==> config.mk <==
export PLATFORM = sky130hd
export DESIGN_NAME = dma_read_engine
export DESIGN_NICKNAME = d
export VERILOG_FILES = /design/src/rtl/accel_pkg.sv /design/src/rtl/word_packer.sv /design/src/rtl/dma_read_engine.sv
export SDC_FILE = /design/constraint.sdc
export NUM_CORES = 1
export LEC_CHECK = 0
export ABC_AREA = 1
export BUFFER_PORTS_ARGS = -buffer_cell sky130_fd_sc_hd__buf_2
export CORE_UTILIZATION = 45
export CTS_CLUSTER_SIZE = 10
export DETAILED_ROUTE_END_ITERATION = 6
export PLACE_DENSITY = 0.67
export SYNTH_ARGS = -nofsm -noshare
export SYNTH_HDL_FRONTEND = slang
export SYNTH_SLANG_ARGS = --single-unit
==> constraint.sdc <==
create_clock -name clk -period 2.8 [get_ports clk]
set_clock_uncertainty 0.15 [all_clocks]
set_input_delay 0.42 -clock clk [delete_from_list [all_inputs] [get_ports clk]]
set_output_delay 0.42 -clock clk [all_outputs]
set_load 0.005 [all_outputs]
==> src/rtl/accel_pkg.sv <==
// Shared definitions for the matrix accelerator DMA front end.
package accel_pkg;
  typedef enum logic [1:0] {IDLE, REQ, DATA, DONE} dma_state_e;

  localparam int DMA_DATA_W     = 256;
  localparam int DMA_MEM_W      = 32;
  localparam int WORDS_PER_BEAT = DMA_DATA_W / DMA_MEM_W;
  localparam int REQ_LEN_W      = 8;
endpackage

==> src/rtl/word_packer.sv <==
// Packs MEM_WIDTH response words into DATA_WIDTH beats behind a valid/ready output register.
module word_packer
  import accel_pkg::*;
#(
  parameter int DATA_WIDTH = DMA_DATA_W,
  parameter int MEM_WIDTH  = DMA_MEM_W
) (
  input  logic                  clk,
  input  logic                  rstn,
  input  logic                  en,
  input  logic                  rsp_valid,
  output logic                  rsp_ready,
  input  logic [MEM_WIDTH-1:0]  rsp_data,
  output logic                  beat_valid,
  input  logic                  beat_ready,
  output logic [DATA_WIDTH-1:0] beat_data,
  output logic                  beat_fire
);
  localparam int WPB = DATA_WIDTH / MEM_WIDTH;
  localparam int WW  = $clog2(WPB);

  logic [WPB-1:0][MEM_WIDTH-1:0] lanes;
  logic [WW-1:0]                 w;
  logic                          last_word, word_fire;

  assign last_word = (w == WW'(WPB - 1));
  // Only the closing word has to wait for the output register to drain.
  assign rsp_ready = en && !(last_word && beat_valid && !beat_ready);
  assign word_fire = rsp_valid && rsp_ready;
  assign beat_fire = beat_valid && beat_ready;

  always_ff @(posedge clk or negedge rstn) begin
    if (!rstn) begin
      lanes <= '0;
      w     <= '0;
    end else if (word_fire) begin
      lanes[w] <= rsp_data;
      w        <= last_word ? '0 : w + 1'b1;
    end
  end

  // The last word goes straight into the beat, so a full beat costs no extra cycle.
  always_ff @(posedge clk or negedge rstn) begin
    if (!rstn) begin
      beat_valid <= 1'b0;
      beat_data  <= '0;
    end else if (word_fire && last_word) begin
      beat_valid <= 1'b1;
      beat_data  <= {rsp_data, lanes[WPB-2:0]};
    end else if (beat_fire) begin
      beat_valid <= 1'b0;
    end
  end
endmodule

==> src/rtl/dma_read_engine.sv <==
// Burst read engine: one memory request per command, response words repacked into wide beats.
module dma_read_engine
  import accel_pkg::*;
#(
  parameter int DATA_WIDTH = DMA_DATA_W,
  parameter int MEM_WIDTH  = DMA_MEM_W,
  parameter int ADDR_WIDTH = 32,
  parameter int LEN_WIDTH  = 4
) (
  input  logic                  clk,
  input  logic                  rstn,
  input  logic                  dma_start,
  input  logic [ADDR_WIDTH-1:0] dma_addr,
  input  logic [LEN_WIDTH-1:0]  dma_burst_len,
  output logic                  dma_valid,
  input  logic                  dma_ready,
  output logic [DATA_WIDTH-1:0] dma_data,
  output logic                  dma_busy,
  output logic                  dma_done,
  output logic                  mem_req_valid,
  input  logic                  mem_req_ready,
  output logic [ADDR_WIDTH-1:0] mem_req_addr,
  output logic [REQ_LEN_W-1:0]  mem_req_len,
  input  logic                  mem_rsp_valid,
  output logic                  mem_rsp_ready,
  input  logic [MEM_WIDTH-1:0]  mem_rsp_data
);
  localparam int WB = $clog2(DATA_WIDTH / MEM_WIDTH);
  localparam logic [ADDR_WIDTH-1:0] ALIGN_MASK = ADDR_WIDTH'(DATA_WIDTH / 8 - 1);

  dma_state_e               state, state_nxt;
  logic [ADDR_WIDTH-1:0]    addr_q;
  logic [LEN_WIDTH-1:0]     len_q, beat_cnt;
  logic [REQ_LEN_W-1:0]     req_len;
  logic                     beat_fire, pack_en;

  assign req_len = REQ_LEN_W'({len_q, {WB{1'b1}}});

  always_ff @(posedge clk or negedge rstn) begin
    if (!rstn) begin
      state    <= IDLE;
      addr_q   <= '0;
      len_q    <= '0;
      beat_cnt <= '0;
    end else begin
      state <= state_nxt;
      if (state == IDLE && dma_start) begin
        addr_q   <= dma_addr & ~ALIGN_MASK;
        len_q    <= dma_burst_len;
        beat_cnt <= '0;
      end else if (beat_fire) begin
        beat_cnt <= beat_cnt + 1'b1;
      end
    end
  end

  always_comb begin
    state_nxt     = state;
    mem_req_valid = 1'b0;
    mem_req_addr  = '0;
    mem_req_len   = '0;
    dma_busy      = 1'b0;
    dma_done      = 1'b0;
    pack_en       = 1'b0;
    case (state)
      IDLE: if (dma_start) state_nxt = REQ;
      REQ: begin
        mem_req_valid = 1'b1;
        mem_req_addr  = addr_q;
        mem_req_len   = req_len;
        dma_busy      = 1'b1;
        if (mem_req_ready) state_nxt = DATA;
      end
      DATA: begin
        dma_busy = 1'b1;
        pack_en  = 1'b1;
        if (beat_fire && beat_cnt == len_q) state_nxt = DONE;
      end
      DONE: begin
        dma_done  = 1'b1;
        state_nxt = IDLE;
      end
      default: state_nxt = IDLE;
    endcase
  end

  word_packer #(
    .DATA_WIDTH (DATA_WIDTH),
    .MEM_WIDTH  (MEM_WIDTH)
  ) u_packer (
    .clk        (clk),
    .rstn       (rstn),
    .en         (pack_en),
    .rsp_valid  (mem_rsp_valid),
    .rsp_ready  (mem_rsp_ready),
    .rsp_data   (mem_rsp_data),
    .beat_valid (dma_valid),
    .beat_ready (dma_ready),
    .beat_data  (dma_data),
    .beat_fire  (beat_fire)
  );
endmodule

==> flow_summary_export.csv, run 1 <==
group,metric,value,unit
global_routing,grt_total_usage,0.229,
place,place.detailed.hpwl,34.2,mm
critical_path,critical_path_required,3100,ps
floorplan,row_count,76,
timing,setup_viol,0,
critical_path,cp-start-kind,"flop",
logic_synthesis,post-synth-top-area-cell,"sky130_fd_sc_hd__dfrtp_1",
cts,cts_tree,"done",
cts,root_buffer,"sky130_fd_sc_hd__clkbuf_16",
layout,multiInputGateArea,5240,µm²
logic_synthesis,synth_edf_count,0,
logic_synthesis,synthTopCellsByCount,"657 x sky130_fd_sc_hd__nand2_1, 521 x sky130_fd_sc_hd__dfrtp_1, 405 x sky130_fd_sc_hd__o21ai_0",
cts,cts_htree_levels,2,
logic_synthesis,most_repeated_cell_in_the_gate_level_netlist_after_synthesis,"sky130_fd_sc_hd__nand2_1",
cts,cts_made_buffers,58,
run_status,run_status,"completed",
logic_synthesis,synth_area,19800,µm²
hold_path,holdPathStages,3,
critical_path,reg2reg_setup_slack,260,ps
layout,stdcell_count,3085,
route,via_per_inst,4.89,
logic_synthesis,synth_top_area_frac,0.659,
route,route.vias.total,15100,
layout,final-seq-area,13000,µm²
global_routing,grt_pass1_wl,80.5,mm
route,route.detailed.drc,0,
layout,areaGrowthSynthToFinish,23.1,%
layout,final_net_count,2574,
cts,clk_transition_reported_paths,60,ps
floorplan,placeableCoreArea,43300,µm²
hold_path,hold_start,"mem_rsp_data[16]",
critical_path,critPathMaxFanout,63,
logic_synthesis,postSynthCellCount,2100,
logic_synthesis,synth_flop_cell,"sky130_fd_sc_hd__dfrtp_1",
floorplan,effective_utilization_at_floorplan,0.457,
critical_path,critical_path_arrival,2840,ps
layout,post_route_cells_drive_above_1_share,0.192,
place,io_port_bufs,363,
route,ant_nets,0,
timing,timing.final.crit_share,0.907,
critical_path,timing_worst_setup_path_type,"reg2reg",
timing,maxSlewViolCount,0,
cts,cts_sinks,521,
power,cellPowerDensity,1010,nW/µm²
global_routing,grt_overflow,0,
global_routing,number_of_global_route_vias_before_repair,15200,
logic_synthesis,avgSynthCellArea,9.42,µm²
hold_path,worstHoldEndpoint,"u_packer.lanes[112]",
timing,tightest_slew,678,ps
timing,layout_min_cycle_time,2540,ps
route,drt_pass_1_iters,5,
timing,timing_hold_violations_final,0,
logic_synthesis,synth_seq_area_share,0.659,
route,detail_route.wl_per_cell,16.3,µm
route,finalWirelength,50.3,mm
timing,unrepaired_setup_endpoints_after_global_routing,"false",
power,power.ir.vdd_worst,0.526,mV
critical_path,reg2reg_depth,9,
timing,maxSlewHeadroom,0.548,
place,post-place-cells,2973,
floorplan,ios,375,
layout,layout.filler_cells,3802,
flow_run,drv_cap,0,
floorplan,die_area,44800,µm²
power,report.power.total,24.5,mW
logic_synthesis,synth_area_leaders,"sky130_fd_sc_hd__dfrtp_1 66%, sky130_fd_sc_hd__nand2_1 12%, sky130_fd_sc_hd__o21ai_0 10%, sky130_fd_sc_hd__inv_1 5.2%, sky130_fd_sc_hd__clkbuf_1 1.4%",
critical_path,worstReg2RegStart,"u_packer.w[0]",
layout,antenna-diode-count,0,
hold_path,hp-class,"in2reg",
critical_path,endpoint_of_the_worst_register_to_register_path,"u_packer.beat_data[228]",
floorplan,die_w,212,µm
route,drt_iter0_markers,1118,
critical_path,cp-end-kind,"flop",
timing,max_freq,0.394,GHz
cts,cts-root-to-sink-buffers,3,
global_routing,grt_antenna_before_repair,1,
floorplan,die_height,212,µm
logic_synthesis,synthesized_flop_and_latch_total,521,
timing,post_route_setup_tns,0,ps
cts,worst_skew_pair.late_latency,610,ps
logic_synthesis,synth_cell_type_count,25,
global_routing,pin_count_of_the_biggest_net_entering_global_routing,76,
logic_synthesis,synth-warning-count,0,
power,cellLeakagePower,13.1,nW
layout,postLayoutCoreUtil,0.563,
logic_synthesis,asyncSetResetFlopFracSynth,1.00,
place,gp_routability_congestion,0.827,
cell type report:
type	instances	share of cell area
clock buffers	63	0.0607
clock inverters	4	0.00262
inverters	274	0.0422
multi-input cells	1189	0.215
flip-flops and latches	521	0.535
well taps	585	0.0300
repair buffers	449	0.114
state kept, by name, indices dropped and copies added (netlist names):
name                 flops
addr_q                  27
len_q                    4
beat_cnt                 4
u_packer.beat_data     256
state                    2
u_packer.w               3
u_packer.beat_valid      1
u_packer.lanes         224
where the power goes:
group          total, mW  switching (mW)  internal [mW]
Sequential          11.9            1.34           10.5
Combinational       6.09            3.62           2.47
Clock               6.54            2.84           3.70
how the worst max path moves through the flow:
stage                   from                      end  slack, ps  cells after the start
2_1_floorplan  u_packer.w[0]  u_packer.beat_data[158]        600                     12
4_1_cts        u_packer.w[0]  u_packer.beat_data[228]        210                      9
3_3_place_gp   u_packer.w[0]  u_packer.beat_data[226]        330                      9
3_5_place_dp   u_packer.w[0]  u_packer.beat_data[228]        220                      9
6_report       u_packer.w[0]  u_packer.beat_data[228]        260                      9
5_1_grt        u_packer.w[0]  u_packer.beat_data[226]         60                      9
layout by cell type, fill, tap and decap left out:
| cell | count |
|---|---|
| sky130_fd_sc_hd__nand2_1 | 656 |
| sky130_fd_sc_hd__a21oi_1 | 3 |
| sky130_fd_sc_hd__a211oi_1 | 1 |
| sky130_fd_sc_hd__nand3_1 | 39 |
| sky130_fd_sc_hd__clkbuf_8 | 1 |
| sky130_fd_sc_hd__inv_16 | 1 |
| sky130_fd_sc_hd__a21oi_2 | 1 |
| sky130_fd_sc_hd__inv_6 | 1 |
| sky130_fd_sc_hd__nand2_4 | 1 |
| sky130_fd_sc_hd__buf_2 | 362 |
| sky130_fd_sc_hd__clkbuf_1 | 4 |
| sky130_fd_sc_hd__xor2_1 | 1 |
| sky130_fd_sc_hd__nor2_4 | 6 |
| sky130_fd_sc_hd__nand2_8 | 1 |
| sky130_fd_sc_hd__ha_2 | 1 |
| sky130_fd_sc_hd__inv_1 | 272 |
| sky130_fd_sc_hd__inv_2 | 1 |
| sky130_fd_sc_hd__nand2_2 | 1 |
| sky130_fd_sc_hd__nor2_1 | 6 |
| sky130_fd_sc_hd__o21ai_1 | 52 |
| sky130_fd_sc_hd__dlygate4sd3_1 | 45 |
| sky130_fd_sc_hd__buf_8 | 1 |
| sky130_fd_sc_hd__buf_12 | 16 |
| sky130_fd_sc_hd__nor3_1 | 2 |
| sky130_fd_sc_hd__clkinv_1 | 1 |
| sky130_fd_sc_hd__clkbuf_16 | 58 |
| sky130_fd_sc_hd__clkinv_2 | 1 |
| sky130_fd_sc_hd__conb_1 | 6 |
| sky130_fd_sc_hd__ha_1 | 6 |
| sky130_fd_sc_hd__o21ai_0 | 405 |
| sky130_fd_sc_hd__buf_4 | 25 |
| sky130_fd_sc_hd__o22ai_1 | 1 |
| sky130_fd_sc_hd__clkinv_16 | 1 |
| sky130_fd_sc_hd__dfrtp_1 | 521 |
cells by family (layout without fill, tap and decap cells):
| family | Yosys count | in the layout | share of synthesized area |
|---|---|---|---|
| other | 1 | 6 | 0.000189 |
| buffers and inverters | 395 | 790 | 0.0797 |
| DFF | 521 | 521 | 0.659 |
| AOI/OAI and AO/OA | 463 | 463 | 0.117 |
| adders and majority gates | 7 | 7 | 0.00443 |
| xor gates and xnor gates | 1 | 1 | 0.000443 |
| and+or+nand+nor | 712 | 712 | 0.139 |
timing repair:
item / CTS / global route
hold buffers: 45 / 0
buffers inserted: 0 / 0
endpoints found under the hold margin: 134 / 0
gates resized for setup: 0 / 0
worst max-delay path, stage by stage, from the launching register on:
cell	delay [ps]
sky130_fd_sc_hd__dfrtp_1	440
sky130_fd_sc_hd__ha_1	230
sky130_fd_sc_hd__ha_2	190
sky130_fd_sc_hd__a21oi_2	200
sky130_fd_sc_hd__nand2_4	160
sky130_fd_sc_hd__inv_2	150
sky130_fd_sc_hd__nand2_8	220
sky130_fd_sc_hd__buf_4	400
sky130_fd_sc_hd__nand2_1	130
sky130_fd_sc_hd__o21ai_0	90
per-stage QoR:
step           hold WS [ps]  setup slack (ps)  area, µm²
2_1_floorplan         -25.6               595      19800
3_3_place_gp            303               326      22400
3_5_place_dp            303               220      22400
4_1_cts               0.940               213      24400
5_1_grt                21.4              59.7      24400
6_report               28.7               261      24400
metal layers:
| metal | global-route usage | vias to the layer above | share of wire |
|---|---|---|---|
| met5 | 0 | - | 0 |
| met4 | 0.0660 | 0 | 0.020 |
| met3 | 0.0608 | 79 | 0.074 |
| met2 | 0.357 | 434 | 0.45 |
| met1 | 0.316 | 7312 | 0.46 |
| li1 | - | 7255 | - |
No activity file was read; power rests on OpenSTA's default activity.
==> run 2, diff against run 1 <==
Settings changed: ABC_AREA 1 to not set, CORE_MARGIN set to 2, GPL_TIMING_DRIVEN set to 0.
==> run 2 against run 1 <==
Critical path depth is 4 lower; first-iteration DRC count fell by 47%; synthesized cell count shrank 43%; die area increased by 2.3%; combinational power grew 5.1%; sequential cell count stayed put; cell area grew 0.51%; final cell count shrank 27%.
==> flow_summary_export.csv, run 2 <==
group,metric,value,unit
critical_path,cp-start-kind,"flop",
cts,clk_transition_reported_paths,60,ps
power,cellPowerDensity,1020,nW/µm²
route,finalWirelength,48.2,mm
floorplan,ios,375,
hold_path,hp-class,"in2reg",
place,gp_routability_congestion,0.900,
layout,layout_common_cells,"521 x sky130_fd_sc_hd__dfrtp_1, 503 x sky130_fd_sc_hd__mux2_2, 395 x sky130_fd_sc_hd__buf_2, 59 x sky130_fd_sc_hd__clkbuf_16, 34 x sky130_fd_sc_hd__dlygate4sd3_1",
layout,largest_reg_flops,256,
layout,biggestRegsByFlops,"u_packer.beat_data (256), u_packer.lanes (224), addr_q (27)",
cts,cts_sinks,521,
layout,mostFrequentLayoutCell,"sky130_fd_sc_hd__dfrtp_1",
power,cellLeakagePower,12.8,nW
cts,cts_htree_levels,2,
global_routing,grt_overflow,0,
critical_path,cp-end-kind,"output port",
logic_synthesis,synth-warning-count,0,
floorplan,placeableCoreArea,43400,µm²
route,drt_iter0_markers,593,
logic_synthesis,avgSynthCellArea,16.6,µm²
critical_path,timing_worst_setup_path_type,"reg2out",
timing,maxSlewViolCount,0,
place,place.detailed.hpwl,32.8,mm
place,io_port_bufs,363,
logic_synthesis,synth_edf_count,0,
timing,hold-worst-slack,26.2,ps
critical_path,critPathMaxFanout,10,
timing,tightest_slew,930,ps
run_status,run_status,"completed",
logic_synthesis,most_repeated_cell_in_the_gate_level_netlist_after_synthesis,"sky130_fd_sc_hd__dfrtp_1",
global_routing,number_of_global_route_vias_before_repair,12400,
logic_synthesis,synthTopCellsByCount,"521 x sky130_fd_sc_hd__dfrtp_1, 503 x sky130_fd_sc_hd__mux2_2, 36 x sky130_fd_sc_hd__buf_2",
layout,post_route_cells_drive_above_1_share,0.601,
timing,timing.final.crit_share,0.945,
timing,timing_hold_violations_final,0,
cts,worst_skew_pair.late_latency,610,ps
route,ant_nets,0,
place,post-place-cells,2155,
logic_synthesis,asyncSetResetFlopFracSynth,1.00,
timing,postLayoutSetupSlackWorst,153,ps
floorplan,die_w,214,µm
logic_synthesis,synthesized_flop_and_latch_total,521,
floorplan,effective_utilization_at_floorplan,0.458,
timing,maxSlewHeadroom,0.380,
cts,cts-root-to-sink-buffers,3,
logic_synthesis,synth_top_area_frac,0.656,
route,drt_pass_1_iters,4,
route,route.vias.total,11500,
logic_synthesis,synth_flop_cell,"sky130_fd_sc_hd__dfrtp_1",
global_routing,pin_count_of_the_biggest_net_entering_global_routing,121,
route,via_per_inst,5.07,
layout,top_reg_by_flops,"u_packer.beat_data",
global_routing,grt_total_usage,0.214,
layout,final_net_count,1751,
logic_synthesis,post-synth-top-area-cell,"sky130_fd_sc_hd__dfrtp_1",
cts,root_buffer,"sky130_fd_sc_hd__clkbuf_16",
route,detail_route.wl_per_cell,21.3,µm
layout,antenna-diode-count,0,
logic_synthesis,synth_cell_type_count,36,
floorplan,row_count,76,
cts,cts_tree,"done",
flow_run,drv_cap,0,
timing,layout_min_cycle_time,2650,ps
power,power.ir.vdd_worst,0.569,mV
cts,cts_made_buffers,58,
timing,max_freq,0.378,GHz
logic_synthesis,synth_area,19900,µm²
power,report.power.total,25.0,mW
layout,areaGrowthSynthToFinish,23.3,%
logic_synthesis,synth_area_leaders,"sky130_fd_sc_hd__dfrtp_1 66%, sky130_fd_sc_hd__mux2_2 29%, sky130_fd_sc_hd__and2_1 0.98%, sky130_fd_sc_hd__buf_2 0.91%, sky130_fd_sc_hd__buf_4 0.45%",
timing,unrepaired_setup_endpoints_after_global_routing,"false",
place,preCtsSetupSlack,-118,ps
floorplan,die_height,214,µm
critical_path,critical_path_arrival,2080,ps
timing,setup_viol,0,
global_routing,grt_antenna_before_repair,0,
logic_synthesis,postSynthCellCount,1198,
route,route.detailed.drc,0,
global_routing,grt_pass1_wl,75.5,mm
logic_synthesis,synth_seq_area_share,0.656,
layout,stdcell_count,2260,
timing,post_route_setup_tns,0,ps
floorplan,die_area,45800,µm²
critical_path,critical_path_required,2230,ps
run 2: changes by cell type after synthesis, moves of 6 or more:
cell | before | now
sky130_fd_sc_hd__nand2_1 | 657 | 14
sky130_fd_sc_hd__mux2_2 | 0 | 503
sky130_fd_sc_hd__clkbuf_1 | 73 | 10
sky130_fd_sc_hd__nor2_2 | 6 | 0
sky130_fd_sc_hd__o21ai_0 | 405 | 1
sky130_fd_sc_hd__inv_1 | 272 | 2
sky130_fd_sc_hd__nand3_1 | 39 | 3
sky130_fd_sc_hd__and2_1 | 0 | 31
sky130_fd_sc_hd__mux2_1 | 0 | 8
sky130_fd_sc_hd__o21ai_1 | 52 | 0
run 2: worst paths after layout:
| check | slack (ps) | to | start | cells after the start |
|---|---|---|---|---|
| setup / recovery | 150 | mem_req_addr[30] | state[1] | 5 |
| setup reg to reg | 190 | u_packer.lanes[131] | state[0] | 9 |
| hold / removal | 30 | u_packer.lanes[7] | mem_rsp_data[7] | 2 |
| hold reg to reg | 340 | u_packer.lanes[133] | u_packer.lanes[133] | 1 |
| max in group asynchronous | 620 | u_packer.beat_data[205] | rstn | 4 |
| min in group asynchronous | 340 | u_packer.beat_data[221] | rstn | 2 |
run 2: final cells by class:
cell class | count | area (µm²)
Inverter | 2 | 7.51
Tap cell | 585 | 732
Sequential cell | 521 | 13000
Multi-Input combinational cell | 612 | 6460
Fill cell | 3585 | 18900
Clock buffer | 63 | 1510
Clock inverter | 2 | 13.8
Buffer | 68 | 409
Timing Repair Buffer | 407 | 2320
run 2: metrics by stage:
stage / area (µm²) / utilization
after detailed placement: 22600 / 0.520
final: 24500 / 0.565
after global routing: 24500 / 0.565
after CTS: 24400 / 0.564
after global placement: 22400 / 0.517
after floorplan: 19900 / -
run 2: repair_timing:
action,4_1_cts,5_1_grt
resized for setup,3,15
endpoints found under the setup margin,147,308
hold buffers,34,0
pin swaps,1,2
endpoints found under the hold margin,148,0
setup buffers,2,4
run 2: metal layers:
layer / up-vias / GRT usage / share of wire
met1: 5940 / 0.280 / 0.43
met2: 316 / 0.342 / 0.47
met4: 0 / 0.0780 / 0.031
li1: 5115 / - / -
met5: - / 0 / 0
met3: 92 / 0.0607 / 0.070
run 2: power by group:
group | switching [mW] | total, mW | leakage, nW | internal, mW
combinational | 2.65 | 6.40 | 5.27 | 3.75
clock | 2.77 | 6.51 | 0.752 | 3.74
sequential | 1.45 | 12.0 | 6.81 | 10.6
run 2: logic make-up (layout without fill, tap and decap cells):
group,after synthesis,in the layout,synth area share
DFF,521,521,0.656
muxes,512,512,0.290
buffers and inverters,70,542,0.0200
and+or+nand+nor,67,67,0.0215
AOI/OAI and AO/OA,13,13,0.00435
adders and majority gates,7,7,0.00441
xor gates and xnor gates,7,7,0.00309
other,1,6,0.000189
run 2: critical path, stage by stage, from the launching register on:
cell	delay, ps
sky130_fd_sc_hd__dfrtp_1	430
sky130_fd_sc_hd__inv_1	110
sky130_fd_sc_hd__ha_1	360
sky130_fd_sc_hd__clkbuf_2	260
sky130_fd_sc_hd__and2_1	210
sky130_fd_sc_hd__buf_2	140
==> run 3, diff against run 2 <==
Clock period 2.8 ns to 3 ns, I/O delays scaled along.
==> run 3 against run 2 <==
Setup slack gained 65 ps; total power is 6.8% lower; critical endpoint is now u_packer.lanes[22]; count of clock-buffer cells in the layout unchanged; first-iteration DRC count down 2.2%.
==> flow_summary_export.csv, run 3 (synthesis gave the netlist of run 2 again) <==
group,metric,value,unit
layout,mostFrequentLayoutCell,"sky130_fd_sc_hd__dfrtp_1",
global_routing,grt_total_usage,0.214,
timing,timing_hold_violations_final,0,
route,route.vias.total,11500,
global_routing,number_of_global_route_vias_before_repair,12400,
critical_path,critical_path_required,3320,ps
cts,cts-root-to-sink-buffers,3,
global_routing,grt_pass1_wl,75.4,mm
floorplan,die_area,45800,µm²
layout,layout_common_cells,"521 x sky130_fd_sc_hd__dfrtp_1, 503 x sky130_fd_sc_hd__mux2_2, 397 x sky130_fd_sc_hd__buf_2, 59 x sky130_fd_sc_hd__clkbuf_16, 33 x sky130_fd_sc_hd__dlygate4sd3_1",
timing,maxSlewViolCount,0,
layout,finalInstanceArea,24400,µm²
cts,clk_transition_reported_paths,60,ps
critical_path,cp-end-kind,"flop",
floorplan,row_count,76,
critical_path,critPathMaxFanout,10,
timing,setup_viol,0,
layout,antenna-diode-count,0,
cts,cts_sinks,521,
floorplan,die_w,214,µm
layout,areaGrowthSynthToFinish,23.0,%
cts,root_buffer,"sky130_fd_sc_hd__clkbuf_16",
timing,timing.final.crit_share,0.927,
critical_path,critical_path_arrival,3100,ps
place,place.detailed.hpwl,32.8,mm
layout,largest_reg_flops,256,
route,route.detailed.drc,0,
layout,post_route_cells_drive_above_1_share,0.596,
global_routing,grt.met3_usage,0.0607,
floorplan,ios,375,
layout,final_net_count,1746,
route,drt_iter0_markers,580,
route,ant_nets,0,
route,drt_pass_1_iters,4,
cts,cts_htree_levels,2,
global_routing,grt_antenna_before_repair,0,
power,report.power.total,23.3,mW
timing,layout_min_cycle_time,2780,ps
floorplan,effective_utilization_at_floorplan,0.458,
power,cellLeakagePower,12.8,nW
floorplan,placeableCoreArea,43400,µm²
global_routing,grt_overflow,0,
global_routing,pin_count_of_the_biggest_net_entering_global_routing,121,
layout,biggestRegsByFlops,"u_packer.beat_data (256), u_packer.lanes (224), addr_q (27)",
cts,cts_made_buffers,58,
run_status,run_status,"completed",
cts,cts_tree,"done",
place,io_port_bufs,363,
flow_run,drv_cap,0,
critical_path,cp-start-kind,"flop",
power,cellPowerDensity,952,nW/µm²
power,power.ir.vdd_worst,0.531,mV
critical_path,timing_worst_setup_path_type,"reg2reg",
place,gp_routability_congestion,0.900,
global_routing,global_route.usage.met2,0.342,
timing,max_freq,0.359,GHz
global_routing,grt_use_met1,0.280,
hold_path,hp-class,"in2reg",
place,detailed_place.area,22600,µm²
cts,worst_skew_pair.late_latency,610,ps
timing,tightest_slew,921,ps
timing,unrepaired_setup_endpoints_after_global_routing,"false",
timing,maxSlewHeadroom,0.386,
layout,top_reg_by_flops,"u_packer.beat_data",
floorplan,die_height,214,µm
route,detail_route.wl_per_cell,21.3,µm
route,finalWirelength,48.1,mm
global_routing,most_used_layer_global_route,"met2",
route,via_per_inst,5.08,
==> run 3: changes by cell type in the layout (fill, tap and decap cells not counted), moves of 2 or more <==
cell / previous run / this run
sky130_fd_sc_hd__buf_4: 20 / 14
sky130_fd_sc_hd__clkbuf_1: 6 / 11
sky130_fd_sc_hd__buf_2: 395 / 397
sky130_fd_sc_hd__clkbuf_2: 6 / 1
==> run 3: critical path: stages (launching register included) <==
cell,delay (ps)
sky130_fd_sc_hd__dfrtp_1,420
sky130_fd_sc_hd__inv_1,120
sky130_fd_sc_hd__ha_1,290
sky130_fd_sc_hd__nand2_1,190
sky130_fd_sc_hd__a21o_1,190
sky130_fd_sc_hd__buf_2,190
sky130_fd_sc_hd__nor4_4,340
sky130_fd_sc_hd__buf_2,390
sky130_fd_sc_hd__mux2_2,380
==> run 3: layer usage <==
metal | vias up | part of all wire
li1 | 5105 | -
met1 | 5917 | 0.43
met3 | 91 | 0.071
met2 | 337 | 0.47
met5 | - | 0
met4 | 0 | 0.031
==> run 3: power breakdown <==
part	total (mW)	leakage, nW	switching [mW]	internal (mW)
logic	5.94	5.22	2.46	3.48
registers	11.2	6.81	1.35	9.89
clock network	6.08	0.752	2.59	3.49
==> run 3: final timing paths <==
kind                                           end  slack, ps  depth (start not counted)           startpoint
max in group asynchronous  u_packer.beat_data[207]        790                          4                 rstn
setup / recovery                u_packer.lanes[22]        220                          8             state[0]
hold reg to reg                u_packer.lanes[135]        340                          1  u_packer.lanes[135]
min in group asynchronous  u_packer.beat_data[221]        370                          2                 rstn
hold / removal                 u_packer.beat_valid         50                          3            dma_ready
setup reg to reg                u_packer.lanes[22]        220                          8             state[0]
==> run 3: repair_timing <==
action | CTS | global route
endpoints found under the hold margin | 147 | 0
setup buffers | 0 | 2
hold buffers | 33 | 0
endpoints found under the setup margin | 0 | 45
resized for setup | 0 | 3
==> run 3: cell type report <==
cell class,count,area (µm²)
sequential,521,13000
inverter,2,7.51
tap,585,732
buffer,68,394
timing repair buffer,402,2280
clock buffer,63,1510
fill,3587,18900
multi-input combinational,612,6450
clock inverter,2,13.8
==> run 3: through the flow <==
step / TNS, ps / worst slack, ps / std cells / hold slack, ps / util
detailed placement: 0 / 82.1 / 2155 / 325 / 0.520
finish: 0 / 218 / 2255 / 54.6 / 0.563
global route: 0 / 28.4 / 2255 / 57.1 / 0.563
global placement: -4665700 / -9030 / 2151 / 315 / 0.517
CTS: 0 / 28.6 / 2253 / 11.4 / 0.563
floorplan: 0 / 706 / 1203 / 4.41 / -
